--- src/rtl/mask_bbox_tracker_if.sv ---
// mask_bbox_tracker_if: pixel-mask sample stream in, per-frame bounding-box result out
// Pixel side: valid_in, hcount_in, vcount_in, mask_in.
// Result side: result_valid_out/result_ready_in handshake carrying x/y min/max,
// count_out, empty_out and the sticky overrun_out flag.
interface mask_bbox_tracker_if #(
   parameter int HW = 9,
   parameter int VW = 8,
   parameter int CW = 17
);
   logic          valid_in;
   logic [HW-1:0] hcount_in;
   logic [VW-1:0] vcount_in;
   logic          mask_in;
   logic          result_valid_out;
   logic          result_ready_in;
   logic [HW-1:0] x_min_out;
   logic [HW-1:0] x_max_out;
   logic [VW-1:0] y_min_out;
   logic [VW-1:0] y_max_out;
   logic [CW-1:0] count_out;
   logic          empty_out;
   logic          overrun_out;
   modport slave (
      input  valid_in, hcount_in, vcount_in, mask_in, result_ready_in,
      output result_valid_out, x_min_out, x_max_out, y_min_out, y_max_out,
             count_out, empty_out, overrun_out
   );
   modport master (
      output valid_in, hcount_in, vcount_in, mask_in, result_ready_in,
      input  result_valid_out, x_min_out, x_max_out, y_min_out, y_max_out,
             count_out, empty_out, overrun_out
   );
endinterface

--- src/rtl/mask_bbox_tracker.sv ---
// mask_bbox_tracker: per-frame bounding box and population count of set mask pixels
// Ports: clk_in, rst_n_in (async assert, active-low), bus (slave side of
// mask_bbox_tracker_if: pixel samples in, frame result out via valid/ready).
module mask_bbox_tracker #(
   parameter int H_ACTIVE = 320,
   parameter int V_ACTIVE = 240,
   parameter int HW       = 9,
   parameter int VW       = 8,
   parameter int CW       = 17
) (
   input logic clk_in,
   input logic rst_n_in,
   mask_bbox_tracker_if.slave bus
);
   typedef enum logic {IDLE, FULL} state_t;
   localparam logic [HW-1:0] X_LAST = HW'(H_ACTIVE - 1);
   localparam logic [VW-1:0] Y_LAST = VW'(V_ACTIVE - 1);
   state_t        state_q, state_d;
   logic          hit_q, hit_d, empty_q, empty_d, overrun_q, overrun_d;
   logic [HW-1:0] ax_min_q, ax_min_d, ax_max_q, ax_max_d, x_min_q, x_min_d, x_max_q, x_max_d;
   logic [VW-1:0] ay_min_q, ay_min_d, ay_max_q, ay_max_d, y_min_q, y_min_d, y_max_q, y_max_d;
   logic [CW-1:0] acnt_q, acnt_d, count_q, count_d;
   logic          in_range, sof, eof, pix, hit_b, xfer, a_hit;
   logic [HW-1:0] a_xmin, a_xmax;
   logic [VW-1:0] a_ymin, a_ymax;
   logic [CW-1:0] a_cnt;
   logic [HW-1:0] h;
   logic [VW-1:0] v;
   assign h        = bus.hcount_in;
   assign v        = bus.vcount_in;
   assign in_range = bus.valid_in && h <= X_LAST && v <= Y_LAST;
   assign sof      = in_range && h == '0 && v == '0;
   assign eof      = in_range && h == X_LAST && v == Y_LAST;
   assign pix      = in_range && bus.mask_in;
   // A frame-start sample discards whatever partial frame was in progress
   assign hit_b    = hit_q && !sof;
   assign xfer     = state_q == FULL && bus.result_ready_in;
   always_comb begin
      // Totals including the current sample; the frame-end sample uses these directly
      a_hit     = hit_b | pix;
      a_xmin    = !pix ? ax_min_q : (!hit_b || h < ax_min_q) ? h : ax_min_q;
      a_xmax    = !pix ? ax_max_q : (!hit_b || h > ax_max_q) ? h : ax_max_q;
      a_ymin    = !pix ? ay_min_q : (!hit_b || v < ay_min_q) ? v : ay_min_q;
      a_ymax    = !pix ? ay_max_q : (!hit_b || v > ay_max_q) ? v : ay_max_q;
      a_cnt     = !pix ? (hit_b ? acnt_q : '0) : !hit_b ? CW'(1) : acnt_q + CW'(!(&acnt_q));
      hit_d     = eof ? 1'b0 : a_hit;
      ax_min_d  = eof ? '0 : a_xmin;
      ax_max_d  = eof ? '0 : a_xmax;
      ay_min_d  = eof ? '0 : a_ymin;
      ay_max_d  = eof ? '0 : a_ymax;
      acnt_d    = eof ? '0 : a_cnt;
      x_min_d   = eof ? (a_hit ? a_xmin : '0) : x_min_q;
      x_max_d   = eof ? (a_hit ? a_xmax : '0) : x_max_q;
      y_min_d   = eof ? (a_hit ? a_ymin : '0) : y_min_q;
      y_max_d   = eof ? (a_hit ? a_ymax : '0) : y_max_q;
      count_d   = eof ? (a_hit ? a_cnt : '0) : count_q;
      empty_d   = eof ? !a_hit : empty_q;
      state_d   = eof ? FULL : xfer ? IDLE : state_q;
      // Overwriting an unaccepted result is lost data; a coincident transfer is not
      overrun_d = overrun_q | (eof && state_q == FULL && !bus.result_ready_in);
   end
   always_ff @(posedge clk_in or negedge rst_n_in) begin
      if (!rst_n_in) begin
         state_q   <= IDLE;
         hit_q     <= 1'b0;
         ax_min_q  <= '0;
         ax_max_q  <= '0;
         ay_min_q  <= '0;
         ay_max_q  <= '0;
         acnt_q    <= '0;
         x_min_q   <= '0;
         x_max_q   <= '0;
         y_min_q   <= '0;
         y_max_q   <= '0;
         count_q   <= '0;
         empty_q   <= 1'b0;
         overrun_q <= 1'b0;
      end else begin
         state_q   <= state_d;
         hit_q     <= hit_d;
         ax_min_q  <= ax_min_d;
         ax_max_q  <= ax_max_d;
         ay_min_q  <= ay_min_d;
         ay_max_q  <= ay_max_d;
         acnt_q    <= acnt_d;
         x_min_q   <= x_min_d;
         x_max_q   <= x_max_d;
         y_min_q   <= y_min_d;
         y_max_q   <= y_max_d;
         count_q   <= count_d;
         empty_q   <= empty_d;
         overrun_q <= overrun_d;
      end
   end
   assign bus.result_valid_out = state_q == FULL;
   assign bus.x_min_out        = x_min_q;
   assign bus.x_max_out        = x_max_q;
   assign bus.y_min_out        = y_min_q;
   assign bus.y_max_out        = y_max_q;
   assign bus.count_out        = count_q;
   assign bus.empty_out        = empty_q;
   assign bus.overrun_out      = overrun_q;
endmodule

--- src/flat_wrapper.sv ---
// flat-port wrapper written by rule: the top's interface ports become plain ports
module mask_bbox_tracker_flat 
#(
   parameter int H_ACTIVE = 320,
   parameter int V_ACTIVE = 240,
   parameter int HW       = 9,
   parameter int VW       = 8,
   parameter int CW       = 17
)
  (clk_in, rst_n_in, bus_valid_in, bus_hcount_in, bus_vcount_in, bus_mask_in, bus_result_ready_in, bus_result_valid_out, bus_x_min_out, bus_x_max_out, bus_y_min_out, bus_y_max_out, bus_count_out, bus_empty_out, bus_overrun_out);
  mask_bbox_tracker_if #(.HW(HW), .VW(VW), .CW(CW)) bus_i ();
  input logic clk_in;
  input logic rst_n_in;
  input wire logic [$bits(bus_i.valid_in)-1:0] bus_valid_in;
  input wire logic [$bits(bus_i.hcount_in)-1:0] bus_hcount_in;
  input wire logic [$bits(bus_i.vcount_in)-1:0] bus_vcount_in;
  input wire logic [$bits(bus_i.mask_in)-1:0] bus_mask_in;
  input wire logic [$bits(bus_i.result_ready_in)-1:0] bus_result_ready_in;
  output wire logic [$bits(bus_i.result_valid_out)-1:0] bus_result_valid_out;
  output wire logic [$bits(bus_i.x_min_out)-1:0] bus_x_min_out;
  output wire logic [$bits(bus_i.x_max_out)-1:0] bus_x_max_out;
  output wire logic [$bits(bus_i.y_min_out)-1:0] bus_y_min_out;
  output wire logic [$bits(bus_i.y_max_out)-1:0] bus_y_max_out;
  output wire logic [$bits(bus_i.count_out)-1:0] bus_count_out;
  output wire logic [$bits(bus_i.empty_out)-1:0] bus_empty_out;
  output wire logic [$bits(bus_i.overrun_out)-1:0] bus_overrun_out;
  assign bus_i.valid_in = bus_valid_in;
  assign bus_i.hcount_in = bus_hcount_in;
  assign bus_i.vcount_in = bus_vcount_in;
  assign bus_i.mask_in = bus_mask_in;
  assign bus_i.result_ready_in = bus_result_ready_in;
  assign bus_result_valid_out = bus_i.result_valid_out;
  assign bus_x_min_out = bus_i.x_min_out;
  assign bus_x_max_out = bus_i.x_max_out;
  assign bus_y_min_out = bus_i.y_min_out;
  assign bus_y_max_out = bus_i.y_max_out;
  assign bus_count_out = bus_i.count_out;
  assign bus_empty_out = bus_i.empty_out;
  assign bus_overrun_out = bus_i.overrun_out;
  mask_bbox_tracker #(.H_ACTIVE(H_ACTIVE), .V_ACTIVE(V_ACTIVE), .HW(HW), .VW(VW), .CW(CW)) u_core (.clk_in(clk_in), .rst_n_in(rst_n_in), .bus(bus_i));
endmodule
--- config.mk ---
export PLATFORM = sky130hd
export DESIGN_NAME = mask_bbox_tracker_flat
export DESIGN_NICKNAME = d
export VERILOG_FILES = /design/src/rtl/mask_bbox_tracker_if.sv /design/src/rtl/mask_bbox_tracker.sv /design/src/flat_wrapper.sv
export SDC_FILE = /design/constraint.sdc
export NUM_CORES = 1
export LEC_CHECK = 0
export BUFFER_PORTS_ARGS = -buffer_cell sky130_fd_sc_hd__buf_2
export CAP_MARGIN = 20
export CELL_PAD_IN_SITES_DETAIL_PLACEMENT = 0
export CELL_PAD_IN_SITES_GLOBAL_PLACEMENT = 1
export CORE_AREA = 2 2 109 111
export CTS_BUF_LIST = sky130_fd_sc_hd__clkbuf_16
export CTS_CLUSTER_DIAMETER = 80
export DETAILED_ROUTE_END_ITERATION = 10
export DIE_AREA = 0 0 111 113
export HOLD_SLACK_MARGIN = 0.03
export PLACE_DENSITY_LB_ADDON = 0.12
export SKIP_LAST_GASP = 1
export SLEW_MARGIN = 0
export SYNTH_ARGS = -nofsm -noshare
export SYNTH_HDL_FRONTEND = slang
export SYNTH_SLANG_ARGS = --single-unit
--- constraint.sdc ---
create_clock -name clk_in -period 4.1 [get_ports clk_in]
set_input_delay 0.41 -clock clk_in [delete_from_list [all_inputs] [get_ports clk_in]]
set_output_delay 0.41 -clock clk_in [all_outputs]
set_load 0.01 [all_outputs]
**Word-level counts from Yosys, hierarchy flattened**

Cells that the tools add are included.

- Register bits after elaboration: 106
- Output and inout port bits: 54
- Logic and storage cells: 73

- Add/sub/neg operators: 1
- Order comparisons: 6
- Equality and inequality tests: 2
- Mux-type cells: 24
- Bitwise gates (word level): 2
- Reductions and logical operators: 24

Operators by type and width:

| cell | count |
|---|---|
| 2-to-1 mux 17 bit | 5 |
| 2-to-1 mux 9 bit | 8 |
| 2-to-1 mux 8 bit | 8 |
| adder 17 x 1 -> 17 bit | 1 |
| AND reduction 17 bit | 1 |
| logical AND 1 bit | 11 |
| == test 9 bit (second input constant) | 1 |
| > comparator 9 bit | 1 |
| less-or-equal comparator 9 bit (second input constant) | 1 |
| logical NOT 9 bit | 1 |
| less-than comparator 9 bit | 1 |
| == test 8 bit (second input constant) | 1 |
| > comparator 8 bit | 1 |
| less-or-equal comparator 8 bit (second input constant) | 1 |
| logical NOT 8 bit | 1 |
| less-than comparator 8 bit | 1 |
| logical NOT 1 bit | 5 |
| logical OR 1 bit | 4 |
| 2-to-1 mux 1 bit | 3 |
| bitwise OR 1 bit | 2 |
| nonzero test 2 bit | 1 |

**Logic depth before layout (Yosys ltp)**

Gate-level depths: netlist of run 1.

- Depth after elaboration: 12
- Depth in mapped cells: 9
- Mapped depth without buffers: 9

**Worst setup path before layout of run 1**

No wires, ideal clock.

- Kind: input -> register
- From: in bus_hcount_in[4]
- To: reg u_core.ax_max_q[6]
- Setup time: 125 ps
- Arrival: 2067 ps
- Data required time: 3975 ps
- Path slack: 1909 ps
- Cell stages on the path: 7
- Path buffers: 0
- Cells stage by stage: ha_1 -> a211oi_1 -> nand2_1 -> o21ai_0 -> a21oi_1 -> o21ai_2 -> mux2_2

- Longest elaborated chain between the ends: 12
- Elaborated cells on any way between the ends: 18
- Those cells by class: order compare: 2; eq/ne: 1; mux: 3; reduce/logical: 12

Ends and longest elaborated chain:

| element | RTL line | text |
|---|---|---|
| start: declaration | flat_wrapper.sv:15 | `input wire logic [$bits(bus_i.hcount_in)-1:0] bus_hcount_in;` |
| less-or-equal comparator 9 bit | mask_bbox_tracker.sv:31 | `assign in_range = bus.valid_in && h <= X_LAST && v <= Y_LAST;` |
| logical AND 1 bit (2 in series) | mask_bbox_tracker.sv:31 |  |
| logical AND 1 bit (2 in series) | mask_bbox_tracker.sv:32 | `assign sof = in_range && h == '0 && v == '0;` |
| logical NOT 1 bit | mask_bbox_tracker.sv:36 | `assign hit_b = hit_q && !sof;` |
| logical AND 1 bit | mask_bbox_tracker.sv:36 |  |
| logical NOT 1 bit | mask_bbox_tracker.sv:42 | `a_xmax = !pix ? ax_max_q : (!hit_b \|\| h > ax_max_q) ? h : ax_max_q;` |
| logical OR 1 bit | mask_bbox_tracker.sv:42 |  |
| 2-to-1 mux 9 bit (2 in series) | mask_bbox_tracker.sv:42 |  |
| 2-to-1 mux 9 bit * | mask_bbox_tracker.sv:48 | `ax_max_d = eof ? '0 : a_xmax;` |
| via u_core.ax_max_d[6] | mask_bbox_tracker.sv:20 | `logic [HW-1:0] ax_min_q, ax_min_d, ax_max_q, ax_max_d, x_min_q, x_min_d, x_max_q, x_max_d;` |
| end signal: assignment | mask_bbox_tracker.sv:82 | `ax_max_q <= ax_max_d;` |
| end: declaration | mask_bbox_tracker.sv:20 |  |

Mark *: on every way through the listed nets, which the timed path passes. The rest lies on a longest branch.
A chain may end at the register's enable or synchronous reset.

**Worst setup path after layout of run 1**

- From: in bus_hcount_in[7]
- To: reg u_core.y_min_q[1], in the netlist u_core.bus.y_min_out[1]

- Longest elaborated chain between the ends: 12
- Elaborated cells on any way between the ends: 18
- Those cells by class: order compare: 1; eq/ne: 1; mux: 3; bitwise: 1; reduce/logical: 12

Ends and longest elaborated chain:

| element | RTL line | text |
|---|---|---|
| less-or-equal comparator 9 bit | mask_bbox_tracker.sv:31 |  |
| logical AND 1 bit (2 in series) | mask_bbox_tracker.sv:31 |  |
| logical AND 1 bit (2 in series) | mask_bbox_tracker.sv:32 |  |
| logical NOT 1 bit | mask_bbox_tracker.sv:36 |  |
| logical AND 1 bit | mask_bbox_tracker.sv:36 |  |
| logical NOT 1 bit | mask_bbox_tracker.sv:43 | `a_ymin = !pix ? ay_min_q : (!hit_b \|\| v < ay_min_q) ? v : ay_min_q;` |
| logical OR 1 bit | mask_bbox_tracker.sv:43 |  |
| 2-to-1 mux 8 bit (2 in series) | mask_bbox_tracker.sv:43 |  |
| 2-to-1 mux 8 bit | mask_bbox_tracker.sv:54 | `y_min_d = eof ? (a_hit ? a_ymin : '0) : y_min_q;` |
| end signal: assignment | mask_bbox_tracker.sv:88 | `y_min_q <= y_min_d;` |
| end: declaration | mask_bbox_tracker.sv:21 | `logic [VW-1:0] ay_min_q, ay_min_d, ay_max_q, ay_max_d, y_min_q, y_min_d, y_max_q, y_max_d;` |

Parallel ways exist; a longest one is shown, timed or not.

==> results of run 1 <==
-- cell usage after synthesis (all sizes together) (2+ instances only) --
master | count | area (µm²)
a31oi | 2 | 12.5
ha | 34 | 425
a211oi | 3 | 27.5
xor2 | 11 | 96.3
mux2 | 2 | 22.5
clkbuf | 9 | 33.8
nand2b | 3 | 18.8
o211a | 2 | 20.0
dfrtp | 106 | 2650
nand2 | 87 | 329
a22o | 6 | 52.6
or4b | 2 | 23.8
xnor2 | 4 | 35.0
a21bo | 7 | 70.1
nand4 | 13 | 81.3
buf | 10 | 52.6
nor2 | 37 | 141
o31ai | 5 | 42.5
o21ai | 34 | 178
mux2i | 22 | 220
and3 | 2 | 12.5
o211ai | 2 | 15.0
nor4 | 2 | 12.5
a211o | 6 | 52.6
nor2b | 2 | 12.5
or4 | 2 | 15.0
nand3 | 38 | 190
and4 | 2 | 17.5
and2 | 8 | 50.1
inv | 34 | 128
a21o | 2 | 15.0
nor3 | 6 | 30.0
a21oi | 28 | 144
-- cell families after synthesis --
kind of cell / count (synthesis) / synth area share (%)
and+or+nand+nor: 205 / 17.6
AOI/OAI and AO/OA: 108 / 14.0
DFF: 106 / 49.5
buffers and inverters: 53 / 3.99
adders and majority gates: 34 / 7.94
muxes: 24 / 4.53
xor gates and xnor gates: 15 / 2.45
-- per-layer routing --
metal / routed length [µm] / up-vias / GRT usage (%)
met5: 0 / - / 0
met4: 165 / 0 / 6.75
met3: 402 / 13 / 3.11
met2: 5870 / 76 / 33.7
met1: 6070 / 2046 / 30.1
li1: - / 2057 / -
-- per-stage QoR --
stage / total power, µW / utilization, %
2_1_floorplan: 1930 / -
3_3_place_gp: 2140 / 52.1
4_1_cts: 3020 / 54.7
6_report: 2990 / 54.7
3_5_place_dp: 2170 / 52.1
5_1_grt: 3220 / 54.7
-- layout make-up --
class / count / area [µm²]
Multi-Input combinational cell: 386 / 2490
Sequential cell: 106 / 2650
Clock buffer: 9 / 225
Timing Repair Buffer: 81 / 423
Tap cell: 143 / 179
Clock inverter: 7 / 60.1
Inverter: 34 / 128
Fill cell: 1039 / 5110
-- layout by cell type, fill, tap and decap left out, types with 2 or more instances in the layout --
master / count
buf_4: 7
and4_1: 2
nand2_2: 2
and2_1: 8
or4_1: 2
o211ai_1: 2
a22o_1: 6
and3_1: 2
mux2i_1: 22
xnor2_1: 4
clkbuf_16: 9
nor4_1: 2
a211oi_1: 2
nor2b_1: 2
clkinv_2: 2
xor2_1: 11
o31ai_1: 4
nand4_1: 13
a21bo_1: 7
nor2_1: 36
nand2b_1: 3
a21o_1: 2
o21ai_1: 7
mux2_2: 2
nand2_1: 85
a31oi_1: 2
dfrtp_1: 106
buf_2: 74
nor3_1: 6
o21ai_2: 2
clkinv_1: 2
inv_1: 35
a21oi_1: 27
ha_1: 34
nand3_1: 38
o21ai_0: 25
o211a_1: 2
a211o_1: 6
-- sequential cells by signal (all words and copies together), names as in the netlist, 8 cells and up --
name and cells:
u_core.acnt_q 17, u_core.ax_max_q 9, u_core.ax_min_q 9, u_core.ay_max_q 8
u_core.ay_min_q 8, u_core.bus.count_out 17, u_core.bus.x_max_out 9, u_core.bus.x_min_out 9
u_core.bus.y_max_out 8, u_core.bus.y_min_out 8
-- how the worst max path moves through the flow --
stage / startpoint / endpoint / slack, ps
2_1_floorplan: bus_hcount_in[4] / u_core.ax_max_q[6] / 1910
3_3_place_gp: bus_hcount_in[7] / u_core.bus.y_min_out[4] / 1250
3_5_place_dp: bus_hcount_in[7] / u_core.acnt_q[16] / 1220
4_1_cts: bus_hcount_in[7] / u_core.acnt_q[16] / 1590
5_1_grt: bus_hcount_in[7] / u_core.acnt_q[4] / 1400
6_report: bus_hcount_in[7] / u_core.bus.y_min_out[1] / 1580
-- power by group through the flow --
| stage | clock network [µW] | registers (µW) | logic [µW] |
|---|---|---|---|
| finish | 841 | 1400 | 745 |
| global route | 922 | 1420 | 874 |
| CTS | 870 | 1400 | 753 |
| detailed placement | 0 | 1420 | 747 |
| global placement | 0 | 1420 | 717 |
| floorplan | 0 | 1360 | 575 |
==> flow_summary.json, run 1 <==
{
  "status": "complete, no violations",
  "setup_tns_ps": 0,
  "r2r_slack_ps": 1600,
  "ir_drop_mv": 0.297,
  "drv_cap": 0,
  "path_buf_inv": 2,
  "reg2regPathDepth": 8,
  "max_stage_delay_ps": 570,
  "dp.cells": 750,
  "postRouteAntennaNets": 0,
  "place_ws_ps": 1220,
  "slew_violations": 0,
  "hold_class": "in -> async",
  "timing.rr.end": "u_core.ax_max_q[7]",
  "routabilityCongestion": 0.820,
  "start_kind": "primary input",
  "synth_seq_area_share_pct": 49.5,
  "setup_ws_ps": 1580,
  "worst_pin_slew_ps": 915,
  "clk_latency_ps": 340,
  "track_usage_pct": 21.1,
  "ctsHoldBuffers": 0,
  "fin_crit_sh_pct": 61.4,
  "cts_tree": "yes",
  "num_antenna_cells": 0,
  "drt-pass1-iter-count": 5,
  "post-dp-hpwl_um": 9100,
  "syn2layout_area_growth_pct": 15.0,
  "crit_type": "in -> reg",
  "crit_cells": 8,
  "antenna_found_initial": 0,
  "core_region_area_um2": 11300,
  "setup_violations": 0,
  "rsz0062_at_grt": "false",
  "io_pins": 76,
  "crit_fanout": 30,
  "power_frac_comb_pct": 24.9,
  "critPathCaptureType": "flop",
  "vias_per_cell": 5.47,
  "placed_cell_area_um2": 5880,
  "io_buffers": 75,
  "start_util_pct": 47.5,
  "power.internal_uw": 2020,
  "synth_area_um2": 5360,
  "vias": 4192,
  "timing.hold.ws_ps": 194,
  "grt_overflow_total": 0,
  "cp_common_cell": "nand2_1",
  "fmax_mhz": 397,
  "crit_required_ps": 4380,
  "grt_max_degree": 74,
  "synth_edf_count": 0,
  "rows": 39,
  "wl_per_cell_um": 16.3,
  "syn_nets": 601,
  "avgSynthCellArea_um2": 9.83,
  "ys.flop_type": "dfrtp_1",
  "slowest_stage": "or4b_4",
  "finalWirelength_um": 12500,
  "die_w_um": 111,
  "clkPwrFrac_pct": 28.2,
  "fin_nets": 674,
  "cts_resized": 0,
  "first_global_vias": 4158,
  "max-slew-margin-rel_pct": 39.0,
  "clkSlewWorstSetupHoldPaths_ps": 70,
  "drt_first_iter_violations": 234,
  "pwr_density_cell_nw_per_um2": 484,
  "r2r_start": "u_core.ax_max_q[4]",
  "clkSinkCount": 106,
  "cts_buffer_depth": 2,
  "drive_gt1_share_pct": 17.3,
  "switching_power_uw": 966,
  "syn_inst": 545,
  "critPathTopFamily": "simple AND/OR/NAND/NOR gates",
  "drc": 0,
  "synth_seq_cells": 106,
  "hold_violations": 0,
  "fin_area_um2": 6160,
  "yosysWarnings": 0,
  "seqPwrFrac_pct": 46.9,
  "yosysUniqueCellTypes": 56,
  "cts_buffers": 9,
  "p_leak_uw": 0.00339,
  "cp_cell_sequence": "buf_2 > or4b_4 > nor3_1 > nand2_2 > buf_4 > a211oi_2 > nand2_1 > nand2_1",
  "period_minus_slack_ps": 2520,
  "switching_share_pct": 32.4,
  "fin_cells": 766,
  "die_h_um": 113,
  "crit_arrival_ps": 2800,
  "fin_worst_skew_ps": 5.18,
  "cts-htree-levels": 3,
  "post_cts_buffers": 0,
  "fp.dieArea_um2": 12500,
  "grt_pass1_wl_um": 21300,
  "cts-root-buf": "clkbuf_16",
  "synthArstFlopShare_pct": 100
}
Note: power is estimated with default switching activity, not from simulation.
==> run 2, diff against run 1 <==
--- a/config.mk
+++ b/config.mk
@@ -9,11 +9,11 @@
 export CAP_MARGIN = 20
 export CELL_PAD_IN_SITES_DETAIL_PLACEMENT = 0
 export CELL_PAD_IN_SITES_GLOBAL_PLACEMENT = 1
-export CORE_AREA = 2 2 109 111
+export CORE_AREA = 2 2 114 116
 export CTS_BUF_LIST = sky130_fd_sc_hd__clkbuf_16
 export CTS_CLUSTER_DIAMETER = 80
 export DETAILED_ROUTE_END_ITERATION = 10
-export DIE_AREA = 0 0 111 113
+export DIE_AREA = 0 0 116 118
 export HOLD_SLACK_MARGIN = 0.03
 export PLACE_DENSITY_LB_ADDON = 0.12
 export SKIP_LAST_GASP = 1
==> constraint.sdc (replaced) <==
create_clock -name clk_in -period 2.52 [get_ports clk_in]
set_input_delay 0.252 -clock clk_in [delete_from_list [all_inputs] [get_ports clk_in]]
set_output_delay 0.252 -clock clk_in [all_outputs]
set_load 0.01 [all_outputs]
==> run 2 against run 1 <==
Clock-buffer cell count unchanged. Sequential share of layout area decreased by 1.6 points. Clock power increased by 89%. Combinational power increased by 68%.
==> flow_summary.json, run 2 (same netlist as run 1, synthesis figures left out) <==
{
  "finalWirelength_um": 13300,
  "fin_crit_sh_pct": 93.0,
  "cts_buffer_depth": 2,
  "ir_drop_mv": 0.371,
  "hold_class": "in -> reg",
  "timing.rr.end": "u_core.ax_min_q[7]",
  "status": "complete, no violations",
  "fp.dieArea_um2": 13700,
  "crit_required_ps": 2770,
  "period_minus_slack_ps": 2340,
  "rsz0062_at_grt": "false",
  "clkSinkCount": 106,
  "core_region_area_um2": 12400,
  "drt_first_iter_violations": 258,
  "r2r_start": "u_core.ax_min_q[5]",
  "max-slew-margin-rel_pct": 60.7,
  "p_leak_uw": 0.00350,
  "fmax_mhz": 427,
  "crit_type": "reg -> reg",
  "cts_buffers": 9,
  "grt_max_degree": 55,
  "crit_fanout": 9,
  "syn2layout_area_growth_pct": 19.3,
  "cts-htree-levels": 3,
  "slew_violations": 0,
  "placed_cell_area_um2": 6040,
  "start_util_pct": 43.2,
  "min_path_cells": 3,
  "whs_endpoint": "u_core.bus.result_valid_out",
  "io_pins": 76,
  "reg2regPathDepth": 8,
  "postRouteAntennaNets": 0,
  "utilization_pct": 51.5,
  "first_global_vias": 4309,
  "vias_per_cell": 5.22,
  "clkSlewWorstSetupHoldPaths_ps": 70,
  "drt-pass1-iter-count": 4,
  "grt_pass1_wl_um": 22100,
  "clk_latency_ps": 350,
  "post-dp-hpwl_um": 9710,
  "routabilityCongestion": 0.856,
  "cts-root-buf": "clkbuf_16",
  "die_w_um": 116,
  "setup_violations": 0,
  "start_kind": "flop",
  "r2r_slack_ps": 180,
  "setup_tns_ps": 0,
  "fin_worst_skew_ps": 6.11,
  "num_antenna_cells": 0,
  "vias": 4225,
  "grt_overflow_total": 0,
  "fin_nets": 689,
  "rows": 41,
  "critPathCaptureType": "flop",
  "post_cts_buffers": 0,
  "worst_pin_slew_ps": 588,
  "drive_gt1_share_pct": 19.4,
  "cts_tree": "yes",
  "crit_arrival_ps": 2600,
  "hp-start": "bus_result_ready_in",
  "startpoint": "u_core.ax_min_q[5]",
  "drc": 0,
  "fin_area_um2": 6390,
  "io_buffers": 75,
  "final_common_cell": "dfrtp_1",
  "track_usage_pct": 20.6,
  "mostFrequentLayoutCells": "dfrtp_1 (106), nand2_1 (85), buf_2 (74), nand3_1 (38)",
  "antenna_found_initial": 0,
  "die_h_um": 118,
  "wl_per_cell_um": 16.4,
  "pwr_density_cell_nw_per_um2": 802,
  "hold_violations": 0,
  "drv_cap": 0
}
[run 2: cell types whose count changed in the layout (fill, tap and decap cells not counted), moves of 2 or more]
cell,previous run,this run
clkinv_1,2,0
bufinv_16,1,3
buf_4,7,19
buf_12,0,2
[run 2: layout make-up]
type / count / area, µm²
timing repair buffer: 96 / 563
clock buffer: 9 / 225
fill: 1214 / 6020
multi-input combinational: 386 / 2500
tap: 172 / 215
clock inverter: 7 / 110
inverter: 34 / 128
sequential: 106 / 2650
[run 2: stage by stage]
stage / worst slack (ps) / total power (µW) / hold slack [ps] / instances
after floorplan: 371 / 3140 / -43.6 / 545
after global placement: 133 / 3510 / 141 / 793
after detailed placement: 76.0 / 3570 / 140 / 793
after CTS: 182 / 5170 / 166 / 810
after global routing: 55.3 / 5480 / 196 / 810
final: 178 / 5130 / 179 / 810
[run 2: what timing repair did]
action                                 in CTS  in global routing
gates resized for setup                     0                  1
setup endpoints to repair                   0                  3
endpoints found under the hold margin      17                  0
hold buffers                                1                  0
[run 2: routing by layer]
metal / wire (µm) / part of all wire (%) / track usage (%) / vias up
met5: 0 / 0 / 0 / -
met4: 286 / 2.2 / 8.26 / 0
met3: 446 / 3.4 / 3.55 / 21
met2: 6490 / 49 / 33.3 / 77
met1: 6040 / 46 / 27.4 / 2046
li1: - / - / - / 2081
[run 2: worst max-delay path by stage]
stage	end	slack [ps]	cells past startpoint
after floorplan	u_core.ax_max_q[6]	370	8
after global placement	u_core.bus.x_max_out[0]	130	6
after detailed placement	u_core.bus.x_max_out[4]	80	6
after CTS	u_core.ax_min_q[7]	180	8
after global routing	u_core.ax_min_q[7]	60	8
final	u_core.ax_min_q[7]	180	8
[run 2: power by group]
part / switching [µW] / internal, µW / total [µW]
combinational: 707 / 546 / 1250
sequential: 285 / 2000 / 2290
clock: 626 / 962 / 1590
total: 1620 / 3510 / 5130
[run 2: worst max-delay path, cell delays in order, from the launching register on]
cell	delay, ps
dfrtp_1	410
inv_1	60
ha_1	260
and4_1	210
or4b_1	480
a21o_1	240
and2_1	160
buf_4	180
o31ai_1	230
==> run 3, diff against run 2 <==
--- a/config.mk
+++ b/config.mk
@@ -9,11 +9,11 @@
 export CAP_MARGIN = 20
 export CELL_PAD_IN_SITES_DETAIL_PLACEMENT = 0
 export CELL_PAD_IN_SITES_GLOBAL_PLACEMENT = 1
-export CORE_AREA = 2 2 114 116
+export CORE_AREA = 2 2 119 121
 export CTS_BUF_LIST = sky130_fd_sc_hd__clkbuf_16
 export CTS_CLUSTER_DIAMETER = 80
 export DETAILED_ROUTE_END_ITERATION = 10
-export DIE_AREA = 0 0 116 118
+export DIE_AREA = 0 0 121 123
 export HOLD_SLACK_MARGIN = 0.03
 export PLACE_DENSITY_LB_ADDON = 0.12
 export SKIP_LAST_GASP = 1
==> constraint.sdc (replaced) <==
create_clock -name clk_in -period 2.14 [get_ports clk_in]
set_input_delay 0.214 -clock clk_in [delete_from_list [all_inputs] [get_ports clk_in]]
set_output_delay 0.214 -clock clk_in [all_outputs]
set_load 0.01 [all_outputs]
==> run 3 against run 2 <==
The flow now finishes with violations (negative setup slack). Register-to-register slack got worse by 210 ps. Flip-flop and latch count unchanged. Clock skew is 0.64 ps lower. Cell count rose by 6.8%. Utilization is 0.18 points lower. Critical path depth is the same. Die area is 8.7% higher. Critical endpoint is now u_core.ax_min_q[3]. Sequential share of layout area fell by 3.5 points.
==> flow_summary.json, run 3 (same netlist as run 1, synthesis figures left out) <==
{
  "status": "finished, violations left",
  "violations": "negative setup slack",
  "mostFrequentLayoutCells": "dfrtp_1 (106), nand2_1 (84), buf_2 (74), buf_4 (63), nor2_1 (35)",
  "hold_violations": 0,
  "fin_cells": 865,
  "dp.cells": 840,
  "final-seq-area_um2": 2650,
  "switching_power_uw": 2080,
  "pwr_density_cell_nw_per_um2": 890,
  "critPathCaptureType": "flop",
  "post-dp-hpwl_um": 10000,
  "critPathTopFamily": "simple AND/OR/NAND/NOR gates",
  "clkSinkCount": 106,
  "seqPwrFrac_pct": 42.6,
  "period_minus_slack_ps": 2170,
  "ir_drop_mv": 0.520,
  "drv_cap": 0,
  "power_frac_comb_pct": 33.0,
  "fmax_mhz": 461,
  "grt_max_degree": 49,
  "max_stage_delay_ps": 470,
  "path_buf_inv": 2,
  "multiInputGateArea_um2": 2770,
  "cts_buffer_depth": 2,
  "setup_violations": 7,
  "fill_cells": 1284,
  "cp_cell_sequence": "inv_2 > ha_4 > and4_4 > or4b_4 > a21o_1 > and2_4 > buf_12 > mux2i_1",
  "vias": 4471,
  "setup_tns_ps": -178,
  "setup_ws_ps": -29.3,
  "start_util_pct": 39.4,
  "vias_per_cell": 5.17,
  "p_leak_uw": 0.00372,
  "cts_buffers": 9,
  "clkPwrFrac_pct": 24.4,
  "die_h_um": 123,
  "syn2layout_area_growth_pct": 30.4,
  "io_pins": 76,
  "crit_fanout": 7,
  "finalWirelength_um": 13800,
  "die_w_um": 121,
  "first_global_vias": 4306,
  "place_ws_ps": -116,
  "core_region_area_um2": 13600,
  "track_usage_pct": 19.1,
  "slew_violations": 0,
  "cts_tree": "yes",
  "drt_first_iter_violations": 155,
  "wl_per_cell_um": 16.0,
  "cts-htree-levels": 3,
  "antenna_found_initial": 0,
  "max-slew-margin-rel_pct": 56.4,
  "crit_type": "reg -> reg",
  "worst_pin_slew_ps": 655,
  "final_common_cell": "dfrtp_1",
  "hold_class": "in -> reg",
  "io_buffers": 75,
  "postRouteAntennaNets": 0,
  "slowest_stage": "or4b_4",
  "rsz0062_at_grt": "true",
  "clk_latency_ps": 350,
  "drc": 0,
  "fin_crit_sh_pct": 101,
  "fin_worst_skew_ps": 5.47,
  "grt_overflow_total": 0,
  "rows": 43,
  "start_kind": "flop",
  "num_antenna_cells": 0,
  "switching_share_pct": 33.5,
  "power.internal_uw": 4140,
  "cts-root-buf": "clkbuf_16",
  "crit_required_ps": 2370,
  "crit_arrival_ps": 2400,
  "drt-pass1-iter-count": 7,
  "grt_pass1_wl_um": 22000,
  "clkSlewWorstSetupHoldPaths_ps": 70,
  "fp.dieArea_um2": 14900,
  "routabilityCongestion": 0.848,
  "fin_nets": 736,
  "drive_gt1_share_pct": 30.5
}
## run 3: cell count changes in the layout (fill, tap and decap cells not counted), sizes merged
cell and change:
bufinv -3, clkinv +5, clkinvlp -1, buf +47
inv -1
## run 3: stage by stage
stage	power [µW]	hold WS (ps)	util (%)	area, µm²
floorplan	3700	-81.6	-	5370
global placement	4360	287	46.9	6380
detailed placement	4400	287	46.9	6380
CTS	6010	107	49.2	6700
global route	6680	169	51.3	6990
finish	6220	120	51.3	6990
## run 3: worst register-to-register path: cells and delay by family (launching register included)
kind / cells / cell delay (ps)
mux: 1 / 120
simple gates: 3 / 880
flops: 1 / 360
compound gates: 1 / 210
buf+inv: 2 / 210
fa+ha+maj: 1 / 270
## run 3: final timing paths
path                                          start                     endpoint  slack [ps]  cells past startpoint
max                              u_core.ax_min_q[7]           u_core.ax_min_q[3]         -30                      8
max in group asynchronous                  rst_n_in           u_core.ax_min_q[5]        1060                      3
min in group asynchronous                  rst_n_in      u_core.bus.y_min_out[7]         430                      2
min                             bus_result_ready_in  u_core.bus.result_valid_out         120                      3
min reg2reg                u_core.bus.count_out[11]     u_core.bus.count_out[11]         470                      2
max reg2reg                      u_core.ax_min_q[7]           u_core.ax_min_q[3]         -30                      8
## run 3: power by group through the flow
| stage | clock, µW | combinational (µW) | sequential, µW |
|---|---|---|---|
| floorplan | 0 | 1110 | 2600 |
| global placement | 0 | 1690 | 2670 |
| detailed placement | 0 | 1730 | 2680 |
| CTS | 1570 | 1800 | 2640 |
| global route | 1640 | 2340 | 2700 |
| finish | 1520 | 2050 | 2650 |
## run 3: timing repair
action,in CTS,in global routing
setup endpoints to repair,24,76
gates resized for setup,10,46
setup buffers,1,9
pin swaps,3,23
hold endpoints to repair,45,0
hold buffers,1,0
## run 3: area by class of cell
type / instances / area share, %
multi-input cells: 386 / 39.7
clock inverters: 7 / 0.537
inverters: 34 / 1.83
clock buffers: 9 / 3.22
well taps: 180 / 3.22
flip-flops and latches: 106 / 38.0
repair buffers: 143 / 13.5
## run 3: routing by layer
metal | vias up | part of all wire (%) | global-route usage (%)
met5 | - | 0 | 0
met4 | 0 | 2.5 | 8.79
met3 | 20 | 3.7 | 2.95
met2 | 88 | 47 | 30.3
met1 | 2193 | 47 | 25.8
li1 | 2170 | - | -
